===== src/rtl/rvvi_stream_packetizer_if.sv =====
// AXI-Stream-style beat channel between the rvvi packetizer and the trace transmitter.
interface rvvi_stream_packetizer_if #(
  parameter int BEAT_W = 32
);
  logic [BEAT_W-1:0]   TData;
  logic [BEAT_W/8-1:0] TKeep;
  logic                TLast;
  logic                TValid;
  logic                TReady;

  modport master (output TData, TKeep, TLast, TValid, input TReady);
  modport slave  (input TData, TKeep, TLast, TValid, output TReady);
endinterface


===== src/rtl/rvvi_stream_packetizer.sv =====
// Buffers compressed rvvi records in a small FIFO and serialises each one as a
// variable-length beat burst carrying only the populated CSR slots.
module rvvi_stream_packetizer #(
  parameter int XLEN     = 64,
  parameter int MAX_CSRS = 3,
  parameter int BEAT_W   = 32,
  parameter int DEPTH    = 4,
  parameter int RVVI_W   = 3*XLEN+200+MAX_CSRS*(XLEN+16)
) (
  input  logic                   clk,
  input  logic                   resetn,
  input  logic                   En,
  input  logic                   valid,
  input  logic [RVVI_W-1:0]      rvvi,
  output logic                   RvviStall,
  rvvi_stream_packetizer_if.master axis,
  output logic [15:0]            DropCount,
  output logic                   Overflow,
  input  logic                   ClearOverflow
);

  localparam int BASE_W = 3*XLEN+200;
  localparam int SLOT_W = XLEN+16;
  localparam int MAXB   = (RVVI_W+BEAT_W-1)/BEAT_W;
  localparam int PAD_W  = MAXB*BEAT_W;
  localparam int KW     = BEAT_W/8;
  localparam int BCW    = $clog2(MAXB+1);
  localparam int PW     = $clog2(DEPTH);
  localparam int OCW    = PW+1;

  localparam logic [0:0] S_IDLE = 1'b0;
  localparam logic [0:0] S_SEND = 1'b1;

  logic [PAD_W-1:0] rec_mem_q  [DEPTH];
  logic [PAD_W-1:0] rec_mem_d  [DEPTH];
  logic [BCW-1:0]   beat_mem_q [DEPTH];
  logic [BCW-1:0]   beat_mem_d [DEPTH];
  logic [KW-1:0]    keep_mem_q [DEPTH];
  logic [KW-1:0]    keep_mem_d [DEPTH];

  logic [PW-1:0]  wr_ptr_q, wr_ptr_d;
  logic [PW-1:0]  rd_ptr_q, rd_ptr_d;
  logic [OCW-1:0] occ_q, occ_d;
  logic [0:0]     state_q, state_d;
  logic [BCW-1:0] idx_q, idx_d;
  logic [15:0]    drop_q, drop_d;
  logic           ovf_q, ovf_d;

  logic [31:0]    csr_n, rec_len, rem_w, last_bytes;
  logic [PAD_W-1:0] push_rec;
  logic [BCW-1:0] push_beats;
  logic [KW-1:0]  push_keep;

  logic full, empty, last_beat, hs, push, pop, drop;
  logic [PAD_W-1:0] head_rec;
  logic [BCW-1:0]   head_beats;
  logic [KW-1:0]    head_keep;

  // Record length derives from the clamped CSR count; bits past it are zeroed on entry.
  always_comb begin
    csr_n = 32'(rvvi[XLEN+179:XLEN+168]);
    if (csr_n > 32'(MAX_CSRS)) csr_n = 32'(MAX_CSRS);
    rec_len    = 32'(BASE_W) + csr_n * 32'(SLOT_W);
    push_beats = BCW'((rec_len + 32'(BEAT_W-1)) / 32'(BEAT_W));
    rem_w      = rec_len % 32'(BEAT_W);
    last_bytes = (rem_w == 32'd0) ? 32'(KW) : rem_w / 32'd8;
    push_keep  = '0;
    for (int unsigned k = 0; k < KW; k++) push_keep[k] = (k < last_bytes);
    push_rec = PAD_W'(rvvi);
    for (int unsigned i = 0; i < PAD_W; i++) begin
      if (i >= rec_len) push_rec[i] = 1'b0;
    end
  end

  assign head_rec   = rec_mem_q[rd_ptr_q];
  assign head_beats = beat_mem_q[rd_ptr_q];
  assign head_keep  = keep_mem_q[rd_ptr_q];

  assign full      = (occ_q == OCW'(DEPTH));
  assign empty     = (occ_q == '0);
  assign last_beat = ((idx_q + BCW'(1)) == head_beats);
  assign hs        = (state_q == S_SEND) && axis.TReady;
  assign pop       = hs && last_beat;
  assign push      = En && valid && (!full || pop);
  assign drop      = En && valid && full && !pop;

  always_comb begin
    rec_mem_d  = rec_mem_q;
    beat_mem_d = beat_mem_q;
    keep_mem_d = keep_mem_q;
    wr_ptr_d   = wr_ptr_q;
    rd_ptr_d   = rd_ptr_q;
    occ_d      = occ_q;
    state_d    = state_q;
    idx_d      = idx_q;
    drop_d     = drop_q;
    ovf_d      = ovf_q;

    if (push) begin
      rec_mem_d[wr_ptr_q]  = push_rec;
      beat_mem_d[wr_ptr_q] = push_beats;
      keep_mem_d[wr_ptr_q] = push_keep;
      wr_ptr_d             = wr_ptr_q + PW'(1);
    end
    if (pop) rd_ptr_d = rd_ptr_q + PW'(1);

    case ({push, pop})
      2'b10:   occ_d = occ_q + OCW'(1);
      2'b01:   occ_d = occ_q - OCW'(1);
      default: occ_d = occ_q;
    endcase

    case (state_q)
      S_IDLE: begin
        idx_d = '0;
        if (!empty) state_d = S_SEND;
      end
      default: begin
        if (hs) begin
          if (last_beat) begin
            idx_d = '0;
            // A same-cycle push keeps the burst train going without a bubble.
            if (occ_d == '0) state_d = S_IDLE;
          end else begin
            idx_d = idx_q + BCW'(1);
          end
        end
      end
    endcase

    if (ClearOverflow) begin
      drop_d = '0;
      ovf_d  = 1'b0;
    end else if (drop) begin
      if (drop_q != '1) drop_d = drop_q + 16'd1;
      ovf_d = 1'b1;
    end
  end

  always_ff @(posedge clk) begin
    rec_mem_q  <= rec_mem_d;
    beat_mem_q <= beat_mem_d;
    keep_mem_q <= keep_mem_d;
  end

  always_ff @(posedge clk) begin
    if (!resetn) begin
      wr_ptr_q <= '0;
      rd_ptr_q <= '0;
      occ_q    <= '0;
      state_q  <= S_IDLE;
      idx_q    <= '0;
      drop_q   <= '0;
      ovf_q    <= 1'b0;
    end else begin
      wr_ptr_q <= wr_ptr_d;
      rd_ptr_q <= rd_ptr_d;
      occ_q    <= occ_d;
      state_q  <= state_d;
      idx_q    <= idx_d;
      drop_q   <= drop_d;
      ovf_q    <= ovf_d;
    end
  end

  always_comb begin
    axis.TValid = 1'b0;
    axis.TData  = '0;
    axis.TKeep  = '0;
    axis.TLast  = 1'b0;
    if (state_q == S_SEND) begin
      axis.TValid = 1'b1;
      axis.TData  = head_rec[32'(idx_q)*BEAT_W +: BEAT_W];
      axis.TKeep  = last_beat ? head_keep : '1;
      axis.TLast  = last_beat;
    end
  end

  assign RvviStall = (occ_q >= OCW'(DEPTH-1));
  assign DropCount = drop_q;
  assign Overflow  = ovf_q;

endmodule


===== src/flat_wrapper.sv =====
// flat-port wrapper written by rule: the top's interface ports become plain ports
module rvvi_stream_packetizer_flat 
#(
  parameter int XLEN     = 64,
  parameter int MAX_CSRS = 3,
  parameter int BEAT_W   = 32,
  parameter int DEPTH    = 4,
  parameter int RVVI_W   = 3*XLEN+200+MAX_CSRS*(XLEN+16)
)
  (clk, resetn, En, valid, rvvi, RvviStall, DropCount, Overflow, ClearOverflow, axis_TData, axis_TKeep, axis_TLast, axis_TValid, axis_TReady);
  rvvi_stream_packetizer_if #(.BEAT_W(BEAT_W)) axis_i ();
  input  logic clk;
  input  logic resetn;
  input  logic En;
  input  logic valid;
  input  logic [RVVI_W-1:0] rvvi;
  output logic RvviStall;
  output logic [15:0] DropCount;
  output logic Overflow;
  input  logic ClearOverflow;
  output wire logic [$bits(axis_i.TData)-1:0] axis_TData;
  output wire logic [$bits(axis_i.TKeep)-1:0] axis_TKeep;
  output wire logic [$bits(axis_i.TLast)-1:0] axis_TLast;
  output wire logic [$bits(axis_i.TValid)-1:0] axis_TValid;
  input wire logic [$bits(axis_i.TReady)-1:0] axis_TReady;
  assign axis_TData = axis_i.TData;
  assign axis_TKeep = axis_i.TKeep;
  assign axis_TLast = axis_i.TLast;
  assign axis_TValid = axis_i.TValid;
  assign axis_i.TReady = axis_TReady;
  rvvi_stream_packetizer #(.XLEN(XLEN), .MAX_CSRS(MAX_CSRS), .BEAT_W(BEAT_W), .DEPTH(DEPTH), .RVVI_W(RVVI_W)) u_core (.clk(clk), .resetn(resetn), .En(En), .valid(valid), .rvvi(rvvi), .RvviStall(RvviStall), .axis(axis_i), .DropCount(DropCount), .Overflow(Overflow), .ClearOverflow(ClearOverflow));
endmodule

===== config.mk =====
export PLATFORM = sky130hd
export DESIGN_NAME = rvvi_stream_packetizer_flat
export DESIGN_NICKNAME = d
export VERILOG_FILES = /design/src/rtl/rvvi_stream_packetizer_if.sv /design/src/rtl/rvvi_stream_packetizer.sv /design/src/flat_wrapper.sv
export SDC_FILE = /design/constraint.sdc
export NUM_CORES = 2
export LEC_CHECK = 0
export ABC_AREA = 0
export BUFFER_PORTS_ARGS = -buffer_cell sky130_fd_sc_hd__buf_2
export CAP_MARGIN = 20
export CORE_MARGIN = 3
export CORE_UTILIZATION = 40
export DETAILED_ROUTE_END_ITERATION = 7
export GPL_TIMING_DRIVEN = 0
export SLEW_MARGIN = 20
export SYNTH_ARGS = -nofsm -noshare
export SYNTH_HDL_FRONTEND = slang
export SYNTH_SLANG_ARGS = --single-unit
export TNS_END_PERCENT = 20

===== constraint.sdc =====
create_clock -name clk -period 24.9 [get_ports clk]
set_input_delay 4.98 -clock clk [delete_from_list [all_inputs] [get_ports clk]]
set_output_delay 4.98 -clock clk [all_outputs]
set_load 0.005 [all_outputs]

# Yosys cells after proc, flatten, opt, wreduce, memory -nomap -nowiden
# Cells that the tools add are included.
word_totals:
  reg_bits: 2626
  input_bits: 638
  output_inout_bits: 56
  word_cells: 1358
op_classes:
  addsub: 8
  mul: 1
  magnitude_cmp: 641
  eq_ne: 5
  n_shift: 1
  n_mux: 664
  n_bitwise: 3
  reduce_logical: 16
op_table:
  columns: ["op", "count"]
  rows:
  - ["$ge 9x32->1 const A", 256]
  - ["$ge 8x32->1 const A", 128]
  - ["$ge 10x32->1 const A", 120]
  - ["$bwmux 2560", 1]
  - ["$ge 7x32->1 const A", 64]
  - ["$mux 640", 3]
  - ["$bmux 640 s2", 1]
  - ["$demux 640 s2", 1]
  - ["$ge 6x32->1 const A", 32]
  - ["$shiftx 640x11->32", 1]
  - ["$mux 1", 639]
  - ["$ge 5x32->1 const A", 16]
  - ["$ge 4x32->1 const A", 8]
  - ["$ge 3x32->1 const A", 4]
  - ["$ge 1x32->1 const A", 2]
  - ["$ge 2x32->1 const A", 2]
  - ["$lt 1x32->1 const A", 2]
  - ["$lt 2x32->1 const A", 2]
  - ["$logic_not 32->1", 1]
  - ["$mux 32", 1]
  - ["$add 9x19->20 const A", 1]
  - ["$bwmux 20", 1]
  - ["$mux 4", 5]
  - ["$mux 5", 4]
  - ["other kinds (32)", 44]

# Logic depth before layout (Yosys ltp)
depth:
  word_depth: 15
  mapped_depth: 17
  ltp_nobuf: 15

# Worst setup path after synthesis
# No wires, ideal clock.
synth_timing:
  path_type: "input-to-reg"
  startpoint: "in axis_TReady"
  endpoint: "reg u_core.beat_mem_q[0] in the netlist's numbering (enable)"
  setup_ns: 1.088
  arrival_ns: 20.097
  t_required_ns: 23.812
  slack_ns: 3.714
  path_stages: 5
  n_path_buf: 1
  path_cell_list: "and3_1 -> clkbuf_1 -> nor2_1 -> nor2_1 -> and2_1"
synth_via:
  elab_chain_len: 4
synth_rtl:
  columns: ["element", "line", "source"]
  rows:
  - ["from (decl)", "flat_wrapper.sv:25", "input wire logic [$bits(axis_i.TReady)-1:0] axis_TReady;"]
  - ["$logic_and 1x1->1", "rvvi_stream_packetizer.sv:82", "assign hs = (state_q == S_SEND) && axis.TReady;"]
  - ["$logic_and 1x1->1", "rvvi_stream_packetizer.sv:83", "assign pop = hs && last_beat;"]
  - ["$logic_or 1x1->1", "rvvi_stream_packetizer.sv:84", "assign push = En && valid && (!full || pop);"]
  - ["$logic_and 1x1->1", "rvvi_stream_packetizer.sv:84", null]
  - ["to (signal assigned)", "rvvi_stream_packetizer.sv:142", "beat_mem_q <= beat_mem_d;"]
  - ["to (decl)", "rvvi_stream_packetizer.sv:36", "logic [BCW-1:0] beat_mem_q [DEPTH];"]
# Every way passes these cells.
# A chain may end at the register's enable or synchronous reset.

# Worst setup path after layout
layout_timing:
  startpoint: "reg u_core.rd_ptr_q[1]"
  endpoint: "out axis_TData[9]"
layout_via:
  elab_chain_len: 6
layout_rtl:
  columns: ["element", "line", "source"]
  rows:
  - ["from (decl)", "rvvi_stream_packetizer.sv:42", "logic [PW-1:0] rd_ptr_q, rd_ptr_d;"]
  - ["from (signal assigned)", "rvvi_stream_packetizer.sv:157", "rd_ptr_q <= rd_ptr_d;"]
  - ["$not 2->3 (not written as such)", "rvvi_stream_packetizer.sv:75", "assign head_rec = rec_mem_q[rd_ptr_q];"]
  - ["$bmux 640 s2", "rvvi_stream_packetizer.sv:75", null]
  - ["$mux 640 (not written as such) (2 in series)", "rvvi_stream_packetizer.sv:75", null]
  - ["$shiftx 640x11->32", "rvvi_stream_packetizer.sv:173", "axis.TData = head_rec[32'(idx_q)*BEAT_W +: BEAT_W];"]
  - ["$mux 32", "rvvi_stream_packetizer.sv:171", "if (state_q == S_SEND) begin"]
  - ["to (decl)", "flat_wrapper.sv:21", "output wire logic [$bits(axis_i.TData)-1:0] axis_TData;"]
# Every way passes these cells. The select of a mux whose other input is x is not followed.

==> metrics <==
Crit path max-delay family buffers and inverters; unique cell type count in the Yosys netlist 67; # nets final approximately 6500; Starting Density 0.403; outcome finished, final reports clean; Clock Latency Late Sink about 940 ps; Leakage a little under 0.04 uW; GRT Util Overall 0.235; RSZ-0062 raised after global routing false; crit path buf inv count 7; PortBufs 693; share of cells above drive strength 1 0.350; Pint 7440 uW; clock share of power 0.427; Post-Synthesis Cells between 4000 and 5000; worst-margin pin slew 1190 ps; slowest stage delay, CP about 800 ps; Gate power share 0.053; cts hold-fix bufs 0; final hold viol count 0; slowest cell on the critical path buf_1; vias roughly 54000; asr flop ratio synth 0; fmax 85.1 MHz; PD cells ~77 nW/um^2; worst path arrival time 6770 ps; DRC errors left 0; largest net degree at the start of global routing 45; Die H 515 um; sequential-to-total area share from yosys stat 0.744; EDFF count, synth 2552; Placer Congestion between 0.8 and 0.9; clock-pin slew on the worst setup and hold paths roughly 60 ps; CTS Root Buffer Type clkbuf_16; # IOs slightly below 700; clk buf depth 4; die footprint roughly 270000 um^2; Area Overhead vs Synth 18.3%; # rows between 150 and 200; Final ANT Viol Nets 0; CTS tree done; post-synthesis register bit count ~2600; Slew headroom 0.207; Reg power frac 0.521; CTS sink count 2582; endpoints failing setup 0; Post-Layout Cell Count ~9500; via-per-instance ratio between 5 and 6; Synth Flop Type edfxtp_1; Filler cells 21300; Yosys Warn Count 0; H-tree depth 5; Num CTS Buffers 292; initial antenna violation count 69; Placed Instances just under 9000; commonest non-fill, non-tap cell in the layout edfxtp_1; vias in the first global route ~54000; Max Cap Viol 0; Crit Path Max Fanout 10; Worst IR Drop VDD a little over 70 uV; Critical Path End Type primary output; CP Cell Sequence clkbuf_1, clkbuf_1, clkbuf_1, buf_1, clkbuf_1, clkbuf_1, mux4_2, mux4_2, nand2_1, a21boi_0, buf_2; most frequent cells in the layout 2552 x edfxtp_1, 818 x mux4_2, 733 x buf_2; first drt pass iteration count 5; first-pass GRT wire length approximately 430000 um; cell mode on critical path clkbuf_1; Setup TNS 0 ps; max-slew violations 0; post_cts resized 0; Syn Area/Cell 21.8 um^2; Min-Delay Path Class register to register; drt total wl 314000 um; Core Region 257000 um^2; worst endpoint required time ~20000 ps; min cycle time layout roughly 12000 ps; final clock skew between 70 and 80 ps; Avg WL per Cell about 33 um; DRT iter0 DRCs about 6700; switching pwr 1980 uW; Die Span X 515 um; Post-CTS Setup Bufs 0; total congestion overflow 0; Post-Syn Area between 100000 and 150000 um^2; Worst setup SP type register; CP Class register to primary output; period utilisation layout 0.472; switching share of power 0.210; hpwl dp approximately 230000 um
## tightest hold or removal path: cells and delay by family, from the launching register on
kind	cells	cell delay [ps]
and+or+nand+nor	1	60
DFF	1	330
AOI/OAI and AO/OA	1	60
## path summary, 6_finish.rpt
check	startpoint	endpoint	slack (ps)	cells after the start
worst max-delay path	u_core.rd_ptr_q[1]	axis_TData[9]	13150	11
worst min register to register	u_core.DropCount[1]	u_core.DropCount[1]	500	2
worst max register to register	u_core.rd_ptr_q[1]	u_core.rec_mem_q[1552]	18730	17
worst min-delay path	u_core.DropCount[1]	u_core.DropCount[1]	500	2
## area by class of cell
cell class                 count  area, um^2  area share
sequential                  2582       77200       0.629
timing repair buffer         791        5630      0.0459
multi-input combinational   1887       25400       0.207
buffer                       282        1230     0.00999
inverter                      31         116    0.000948
clock buffer                 381        7800      0.0635
tap                         3384        4230      0.0345
clock inverter               121         997     0.00812
antenna                       35        87.6    0.000714
## power groups by stage
stage / logic [uW] / clock network, uW / registers [uW]
floorplan: 244 / 0 / 5060
global placement: 461 / 0 / 5120
detailed placement: 493 / 0 / 4990
CTS: 494 / 4090 / 4900
global route: 527 / 4260 / 4910
finish: 496 / 4020 / 4900
## per-stage QoR
| step | hold slack (ps) | area (um^2) | worst slack [ps] | utilization | power (uW) |
|---|---|---|---|---|---|
| final | 496 | 123000 | 13150 | 0.477 | 9420 |
| after global routing | 524 | 123000 | 12860 | 0.477 | 9690 |
| after CTS | 496 | 123000 | 12990 | 0.476 | 9490 |
| after detailed placement | 487 | 114000 | 13970 | 0.442 | 5490 |
| after global placement | 467 | 112000 | -10260 | 0.433 | 5580 |
| after floorplan | 461 | 104000 | 3710 | - | 5300 |
## synthesized netlist by cell type (11+ instances only)
| library cell | number | area share |
|---|---|---|
| a21boi_0 | 44 | 0.0032 |
| nor2b_1 | 145 | 0.0087 |
| nand3_1 | 16 | 0.00077 |
| and2b_1 | 12 | 0.00087 |
| o21ai_0 | 11 | 0.00053 |
| inv_1 | 30 | 0.0011 |
| nor2_1 | 41 | 0.0015 |
| buf_2 | 11 | 0.00053 |
| o22ai_1 | 11 | 0.00066 |
| clkbuf_1 | 188 | 0.0068 |
| mux4_2 | 818 | 0.18 |
| ha_1 | 28 | 0.0034 |
| o21a_1 | 34 | 0.0025 |
| nand2_1 | 70 | 0.0025 |
| and2_4 | 21 | 0.0018 |
| xor2_1 | 19 | 0.0016 |
| edfxtp_1 | 2552 | 0.74 |
| xnor2_1 | 16 | 0.0014 |
| buf_1 | 69 | 0.0025 |
| dfxtp_1 | 30 | 0.0058 |
| and3_1 | 13 | 0.00078 |
| a21oi_1 | 26 | 0.0013 |
| and2_1 | 423 | 0.026 |
| mux2i_1 | 13 | 0.0013 |
## flip-flops by register name (all words and copies together) (netlist names)
name               flops
u_core.occ_q           3
u_core.wr_ptr_q        2
u_core.Overflow        1
u_core.idx_q           5
u_core.rec_mem_q    2528
u_core.keep_mem_q      4
u_core.rd_ptr_q        2
u_core.DropCount      16
u_core.state_q         1
u_core.beat_mem_q     20
## cells by family (layout without fill, tap and decap cells)
logic type      count (synthesis)  count (layout)  share of synthesized area
mux                           832             832                      0.179
other cells                     2              55                  0.0000724
buf+inv                       313            1606                     0.0119
compound gates                174             174                     0.0120
fa+ha+maj                      30              30                    0.00376
flops                        2582            2582                      0.744
simple gates                  796             796                     0.0461
xor+xnor                       35              35                    0.00295
## per-layer routing
metal  global-route usage  up-vias  routed length [um]
li1                     -    22000                   -
met1                0.333    28800              128000
met2                0.364     2612              147000
met3               0.0490      409               28400
met4               0.0752        8               10300
met5                    0        -                  47
Note: power is estimated with default switching activity, not from simulation.
